## src/rtl/hdmi_tx_period_ctrl.sv

```systemverilog
// Pixel-clock raster timing and TMDS period scheduler for the HDMI/DVI transmitter.
// Every output is registered from a decode of the next-cycle counters, so outputs line up with h_cnt/v_cnt.
module hdmi_tx_period_ctrl #(
    parameter int   H_ACTIVE  = 640,
    parameter int   H_FP      = 16,
    parameter int   H_SYNC    = 96,
    parameter int   H_BP      = 48,
    parameter int   V_ACTIVE  = 480,
    parameter int   V_FP      = 10,
    parameter int   V_SYNC    = 2,
    parameter int   V_BP      = 33,
    parameter logic HSYNC_POL = 1'b0,
    parameter logic VSYNC_POL = 1'b0,
    parameter int   CNT_W     = 12
) (
    input  logic             pixclk,
    input  logic             reset,
    input  logic             hdmi_mode,
    output logic [CNT_W-1:0] h_cnt,
    output logic [CNT_W-1:0] v_cnt,
    output logic             de,
    output logic             hsync,
    output logic             vsync,
    output logic [1:0]       mode,
    output logic [3:0]       ctl,
    output logic             frame_start
);

    localparam int H_TOTAL = H_ACTIVE + H_FP + H_SYNC + H_BP;
    localparam int V_TOTAL = V_ACTIVE + V_FP + V_SYNC + V_BP;

    localparam logic [CNT_W-1:0] H_LAST       = CNT_W'(H_TOTAL - 1);
    localparam logic [CNT_W-1:0] V_LAST       = CNT_W'(V_TOTAL - 1);
    localparam logic [CNT_W-1:0] H_DE_END     = CNT_W'(H_ACTIVE);
    localparam logic [CNT_W-1:0] V_DE_END     = CNT_W'(V_ACTIVE);
    localparam logic [CNT_W-1:0] H_SYNC_START = CNT_W'(H_ACTIVE + H_FP);
    localparam logic [CNT_W-1:0] H_SYNC_END   = CNT_W'(H_ACTIVE + H_FP + H_SYNC);
    localparam logic [CNT_W-1:0] V_SYNC_START = CNT_W'(V_ACTIVE + V_FP);
    localparam logic [CNT_W-1:0] V_SYNC_END   = CNT_W'(V_ACTIVE + V_FP + V_SYNC);
    localparam logic [CNT_W-1:0] V_PRE_LAST   = CNT_W'(V_ACTIVE - 1);
    localparam logic [CNT_W-1:0] H_PRE_START  = CNT_W'(H_TOTAL - 10);
    localparam logic [CNT_W-1:0] H_GB_START   = CNT_W'(H_TOTAL - 2);

    typedef enum logic [1:0] {
        PERIOD_CTRL     = 2'b00,
        PERIOD_PREAMBLE = 2'b01,
        PERIOD_GUARD    = 2'b10,
        PERIOD_VIDEO    = 2'b11
    } period_t;

    logic [CNT_W-1:0] h_nxt;
    logic [CNT_W-1:0] v_nxt;
    logic             h_wrap;
    logic             hdmi_lat;
    logic             hdmi_lat_nxt;
    logic             pre_active;
    logic             de_nxt;
    logic             hsync_nxt;
    logic             vsync_nxt;
    logic             fs_nxt;
    period_t          mode_nxt;
    logic [3:0]       ctl_nxt;

    // The HDMI enable is only sampled at the line boundary so a line never mixes period plans.
    always_comb begin
        h_wrap       = (h_cnt == H_LAST);
        h_nxt        = h_wrap ? '0 : h_cnt + 1'b1;
        v_nxt        = v_cnt;
        if (h_wrap) begin
            v_nxt = (v_cnt == V_LAST) ? '0 : v_cnt + 1'b1;
        end
        hdmi_lat_nxt = h_wrap ? hdmi_mode : hdmi_lat;
    end

    always_comb begin
        pre_active = (v_nxt < V_PRE_LAST) || (v_nxt == V_LAST);
        de_nxt     = (h_nxt < H_DE_END) && (v_nxt < V_DE_END);
        hsync_nxt  = ((h_nxt >= H_SYNC_START) && (h_nxt < H_SYNC_END)) ? HSYNC_POL : ~HSYNC_POL;
        vsync_nxt  = ((v_nxt >= V_SYNC_START) && (v_nxt < V_SYNC_END)) ? VSYNC_POL : ~VSYNC_POL;
        fs_nxt     = (h_nxt == '0) && (v_nxt == '0);
        mode_nxt   = PERIOD_CTRL;
        ctl_nxt    = 4'b0000;
        if (de_nxt) begin
            mode_nxt = PERIOD_VIDEO;
        end else if (hdmi_lat_nxt && pre_active) begin
            // Preamble and guard band occupy the last 10 pixels of the line before active video.
            if (h_nxt >= H_GB_START) begin
                mode_nxt = PERIOD_GUARD;
            end else if (h_nxt >= H_PRE_START) begin
                mode_nxt = PERIOD_PREAMBLE;
                ctl_nxt  = 4'b0001;
            end
        end
    end

    always_ff @(posedge pixclk or posedge reset) begin
        if (reset) begin
            h_cnt       <= H_LAST;
            v_cnt       <= V_LAST;
            hdmi_lat    <= 1'b0;
            de          <= 1'b0;
            hsync       <= ~HSYNC_POL;
            vsync       <= ~VSYNC_POL;
            mode        <= PERIOD_CTRL;
            ctl         <= 4'b0000;
            frame_start <= 1'b0;
        end else begin
            h_cnt       <= h_nxt;
            v_cnt       <= v_nxt;
            hdmi_lat    <= hdmi_lat_nxt;
            de          <= de_nxt;
            hsync       <= hsync_nxt;
            vsync       <= vsync_nxt;
            mode        <= mode_nxt;
            ctl         <= ctl_nxt;
            frame_start <= fs_nxt;
        end
    end

endmodule

```

## config.mk

```make
export PLATFORM = sky130hd
export DESIGN_NAME = hdmi_tx_period_ctrl
export DESIGN_NICKNAME = d
export VERILOG_FILES = /design/src/rtl/hdmi_tx_period_ctrl.sv
export SDC_FILE = /design/constraint.sdc
export NUM_CORES = 1
export LEC_CHECK = 0
export BUFFER_PORTS_ARGS = -buffer_cell sky130_fd_sc_hd__buf_2
export CAP_MARGIN = 5
export CORE_MARGIN = 4
export CORE_UTILIZATION = 40
export CTS_CLUSTER_SIZE = 30
export DETAILED_ROUTE_END_ITERATION = 12
export MAX_ROUTING_LAYER = met4
export PLACE_DENSITY = 0.62
export RECOVER_POWER = 50
export SKIP_CTS_REPAIR_TIMING = 1
export SYNTH_ARGS = -nofsm -noshare
export SYNTH_HDL_FRONTEND = slang
export SYNTH_SLANG_ARGS = --single-unit
```

## constraint.sdc

```tcl
create_clock -name pixclk -period 3.45 [get_ports pixclk]
set_clock_uncertainty 0.15 [all_clocks]
set_input_delay 0.69 -clock pixclk [delete_from_list [all_inputs] [get_ports pixclk]]
set_output_delay 0.69 -clock pixclk [all_outputs]
set_load 0.005 [all_outputs]
```

# After elaboration in Yosys (flattened, before gate mapping)
# Cells that the tools add are included.
dict set report totals {
  regBits 35
  output_inout_bits 34
  wordCells 45
  input_bits 3
}
dict set report op_classes {
  reduce_logical 8
  n_mux 14
  n_eq_ne 3
  order_cmp 9
  add_sub_neg 2
}
# operator n
set ops {}
lappend ops {{$eq A12 B10 Y1 const B} 3}
lappend ops {{$ge A12 B10 Y1 const B} 3}
lappend ops {{$lt A12 B9 Y1 const B} 3}
lappend ops {{$mux W12} 3}
lappend ops {{$add A12 B1 Y12 const B} 2}
lappend ops {{$logic_not A12 Y1} 2}
lappend ops {{$lt A12 B10 Y1 const B} 2}
lappend ops {{$ge A12 B9 Y1 const B} 1}
lappend ops {{$mux W1} 8}
lappend ops {{$mux W2} 3}
lappend ops {{$logic_and A1 B1 Y1} 5}
lappend ops {{$logic_or A1 B1 Y1} 1}

# Depth between registers and ports, before layout
dict set report logic_depth {
  ltp_word 8
  mapped_depth 10
  mapped_depth_nobuf 9
}

# Worst setup path before layout
# Ideal clock, no wire load.
dict set report synth_timing {
  path_type {flip-flop to flip-flop}
  startpoint {register h_cnt[0]}
  endpoint {register frame_start}
  path_stages_with_launch 9
  n_path_buf 0
  slack_ns 0.149
  t_arrival_ns 3.055
  required_time_ns 3.204
  cell_sequence {dfstp_2 > ha_1 > nand4_1 > or4_4 > o21ai_2 > nand3_1 > or4_1 > or4_1 > nor4_2}
}
dict set report synth_via {
  elab_chain_len 4
  elab_cells_between_ends 7
  classes_between {add/sub (1); eq/ne (1); mux (2); reduce/logical (3)}
}
# element line_no
set synth_lines {}
lappend synth_lines {{from (decl)} 19} ;# output logic [CNT_W-1:0] h_cnt,
lappend synth_lines {{from (signal assigned)} 108} ;# h_cnt <= h_nxt;
lappend synth_lines {{$add A12 B1 Y12 or $eq A12 B10 Y1 (tied branches)} {67, 66}}
lappend synth_lines {{$mux W12 (on tied branches)} {67, 69}}
lappend synth_lines {{$logic_not A12 Y1} 80} ;# fs_nxt = (h_nxt == '0) && (v_nxt == '0);
lappend synth_lines {{$logic_and A1 B1 Y1 (*)} 80}
lappend synth_lines {{via fs_nxt} 60} ;# logic fs_nxt;
lappend synth_lines {{to (signal assigned)} 116} ;# frame_start <= fs_nxt;
lappend synth_lines {{to (decl)} 26} ;# output logic frame_start
# The timed path passes the listed nets; every way through them passes the cells marked *.

# Worst setup path in the final report
dict set report layout_timing {
  startpoint {register h_cnt[0]}
  endpoint {register mode[1]}
}
dict set report layout_via {
  elab_chain_len 7
  elab_cells_between_ends 16
  classes_between {add/sub (1); order compare (4); eq/ne (2); mux (6); reduce/logical (3)}
}
# element line_no
set layout_lines {}
lappend layout_lines {{parallel branches: the longest is 6 deep, another holds $add A12 B1 Y12} n/a}
lappend layout_lines {{$mux W2 (*)} 83} ;# if (de_nxt) begin
lappend layout_lines {{via mode_nxt[1]} 61} ;# period_t mode_nxt;
lappend layout_lines {{to (signal assigned)} 114} ;# mode <= mode_nxt;
lappend layout_lines {{to (decl)} 24} ;# output logic [1:0] mode,
# Mark *: on every way through the listed nets, which the timed path passes.

==> results.py <==
metrics = {
    "run_status": {
        "status": "finished, final reports clean",
    },
    "timing": {
        "max_freq_ghz": 0.3065,
        "period_share_pct": 94.58,
        "max-slew-margin-rel_pct": 29.68,
        "hold_viol": 0,
        "setup_viol": 0,
        "tightestPinTransition_ns": 1.054,
        "hold_slack_ns": 0.3758,
        "drv_slew": 0,
        "min_period_ns": 3.263,
        "setup_tns_ns": 0,
    },
    "clock_tree": {
        "clkSlewWorstSetupHoldPaths_ns": 0.07,
        "cts_tree": "built",
        "clk_latency_ns": 0.29,
        "root_buffer": "clkbuf_8",
        "numClockSinks": 32,
        "cts_buffer_depth": 2,
        "numCtsBuffers": 5,
        "cts_max_level": 2,
    },
    "final_layout": {
        "fillers": 525,
        "area_growth_pct": 18.79,
        "fin_nets": 282,
        "final_common_cell": "buf_2",
        "drive_gt1_share_pct": 27.80,
        "most-common-layout-cells": "buf_2 (28), nor2_1 (22), nand2_1 (21)",
        "antenna_cells": 0,
    },
    "synth": {
        "syn_area_mm2": 0.002097,
        "ys_seq_elements": 32,
        "synth_flop_cell": "dfrtp_1",
        "synth_cell_types": 57,
        "ys.warnings.count": 0,
        "synth-edff-count": 0,
        "synthCells": 233,
        "syn_avg_cell_area_um2": 9.000,
        "synthArstFlopShare_pct": 100.0,
        "synth_seq_area_share_pct": 38.90,
    },
    "floorplan": {
        "die_height_um": 80.41,
        "dieArea_mm2": 0.006465,
        "io_pins": 37,
        "start_util_pct": 41.06,
        "die_w_um": 80.41,
        "row_count": 26,
        "core_mm2": 0.005107,
    },
    "min_path": {
        "hold_start": "h_cnt[0]",
        "min_to": "h_cnt[0]",
        "hp-class": "register to register",
        "holdPathStages": 1,
    },
    "setup_path": {
        "crit_path_cell_trace": "ha_1 > nand4_1 > or4_4 > or3_2 > mux2i_1 > or3b_2 > o32a_2 > o21ai_0",
        "critPathMaxFanout": 6,
        "slowest_stage": "or4_4",
        "worst_setup_path_end_kind": "register",
        "cp_slowest_stage_delay_ns": 0.58,
        "crit_required_ns": 3.51,
        "path_class": "register to register",
        "cp_num_buf_inv": 0,
        "cp_top_family": "simple AND/OR/NAND/NOR gates",
        "critPathLaunchType": "register",
        "r2r-end": "mode[1]",
        "arrival_ns": 3.32,
        "rrSetupSlack_ns": 0.19,
        "rr_worst_depth": 8,
        "r2r_start": "h_cnt[0]",
    },
    "power_and_ir_drop": {
        "powerDensity_mw_per_mm2": 300.9,
        "p_int_uw": 590.5,
        "pwr-share-comb_pct": 1.3,
        "irDropWorstVdd_mv": 0.1906,
        "swShare_pct": 21.22,
        "switchingPower_uw": 159.1,
        "seqPwrFrac_pct": 50.1,
        "clockPowerShare_pct": 48.6,
        "p_leak_uw": 0.001056,
    },
    "placed_design": {
        "post-dp-hpwl_um": 4042,
        "gp_congestion": 0.9473,
        "port_buffers": 33,
    },
    "job": {
        "maxCapViolations": 0,
    },
    "drt": {
        "dr.pass1.iters": 5,
        "drt_iter0_drc": 116,
        "detail-route-antenna-nets": 0,
        "wl_per_cell_um": 15.55,
        "drc_errors": 0,
        "post_drt_via_cell_ratio": 5.579,
        "vias": 1936,
        "wirelength_um": 5395,
    },
    "global_route": {
        "antenna_found_initial": 0,
        "first_global_vias": 1834,
        "grt_pass1_wl_um": 9128,
        "grtUsageTotal_pct": 18.69,
        "grt_max_degree": 29,
        "grt.overflow.total": 0,
    },
}
[cell type report]
cell class	count	area (um^2)	share of cell area, %
inverter	7	26.28	1.055
clock inverter	3	42.54	1.708
sequential	32	815.8	32.75
tap	70	87.58	3.516
clock buffer	5	68.82	2.762
multi-input combinational	182	1186	47.61
timing repair buffer	48	264.0	10.60
[cell families (layout without fill, tap and decap cells)]
kind of cell,count (synthesis),in the layout,share of synthesized area [%]
AOI/OAI and AO/OA,39,39,11.69
xor gates and xnor gates,19,19,7.936
adders and majority gates,3,3,1.790
buffers and inverters,21,63,5.788
DFF,32,32,38.90
muxes,5,5,2.446
other,1,3,0.1788
and+or+nand+nor,113,113,31.27
[worst register-to-register path: cells and delay by family (launching register included)]
kind,cells,cell delay [ns]
AOI/OAI and AO/OA,2,0.39
DFF,1,0.56
and+or+nand+nor,4,1.72
muxes,1,0.20
adders and majority gates,1,0.17
[how the worst max path moves through the flow]
stage                  start           to  cells past startpoint
finish              h_cnt[0]      mode[1]                      8
global route        h_cnt[0]  frame_start                      9
CTS                 h_cnt[0]  frame_start                      8
detailed placement  h_cnt[0]  frame_start                      8
global placement    h_cnt[0]  frame_start                      8
floorplan           h_cnt[0]  frame_start                      8
[cell usage after synthesis, types with 3 or more instances]
library cell  instances  share of area, %
o21ai_0              16               3.8
nand2b_1              3              0.90
and3_1                3              0.90
nand3b_1              5               1.8
or4_1                 4               1.4
nor3_1                6               1.4
nand3_1              13               3.1
nor4_1                3              0.90
inv_1                 7               1.3
and4_1                3               1.3
dfrtp_1              20                24
mux2i_1               4               1.9
clkbuf_1              5              0.90
a21oi_1               7               1.7
nand4_1               6               1.8
buf_4                 5               1.8
nor2_1               22               3.9
dfstp_2              12                15
xor2_1                6               2.5
xnor2_1              13               5.4
buf_6                 3               1.6
ha_1                  3               1.8
nand2_1              21               3.8
[stage by stage]
step / instance area [um^2] / util (%) / power (uW) / setup WS, ns / cells
finish: 2491 / 48.78 / 749.6 / 0.1870 / 347
global route: 2491 / 48.78 / 776.7 / -0.01805 / 347
CTS: 2464 / 48.24 / 759.0 / 0.09543 / 344
detailed placement: 2352 / 46.06 / 393.0 / 0.1102 / 336
global placement: 2352 / 46.06 / 392.8 / 0.1439 / 336
floorplan: 2105 / - / 391.0 / 0.1489 / 235
[layer usage]
metal	global-route usage, %	routed length, um
met4	5.068	110
met2	28.48	2457
met3	2.803	352
met5	-	0
met1	25.94	2474
[state kept, by name (all words and copies together) (netlist names)]
register and cells:
ctl 1, de 1, frame_start 1, h_cnt 12
hdmi_lat 1, hsync 1, mode 2, v_cnt 12
vsync 1
[power groups by stage]
stage | Combinational, uW | Sequential [uW] | Clock [uW]
final | 9.42 | 376 | 364
after floorplan | 8.62 | 382 | 0
after global routing | 11.4 | 375 | 390
after detailed placement | 10.7 | 382 | 0
after global placement | 10.4 | 382 | 0
after CTS | 10.6 | 376 | 373
No activity file was read; power rests on OpenSTA's default activity.
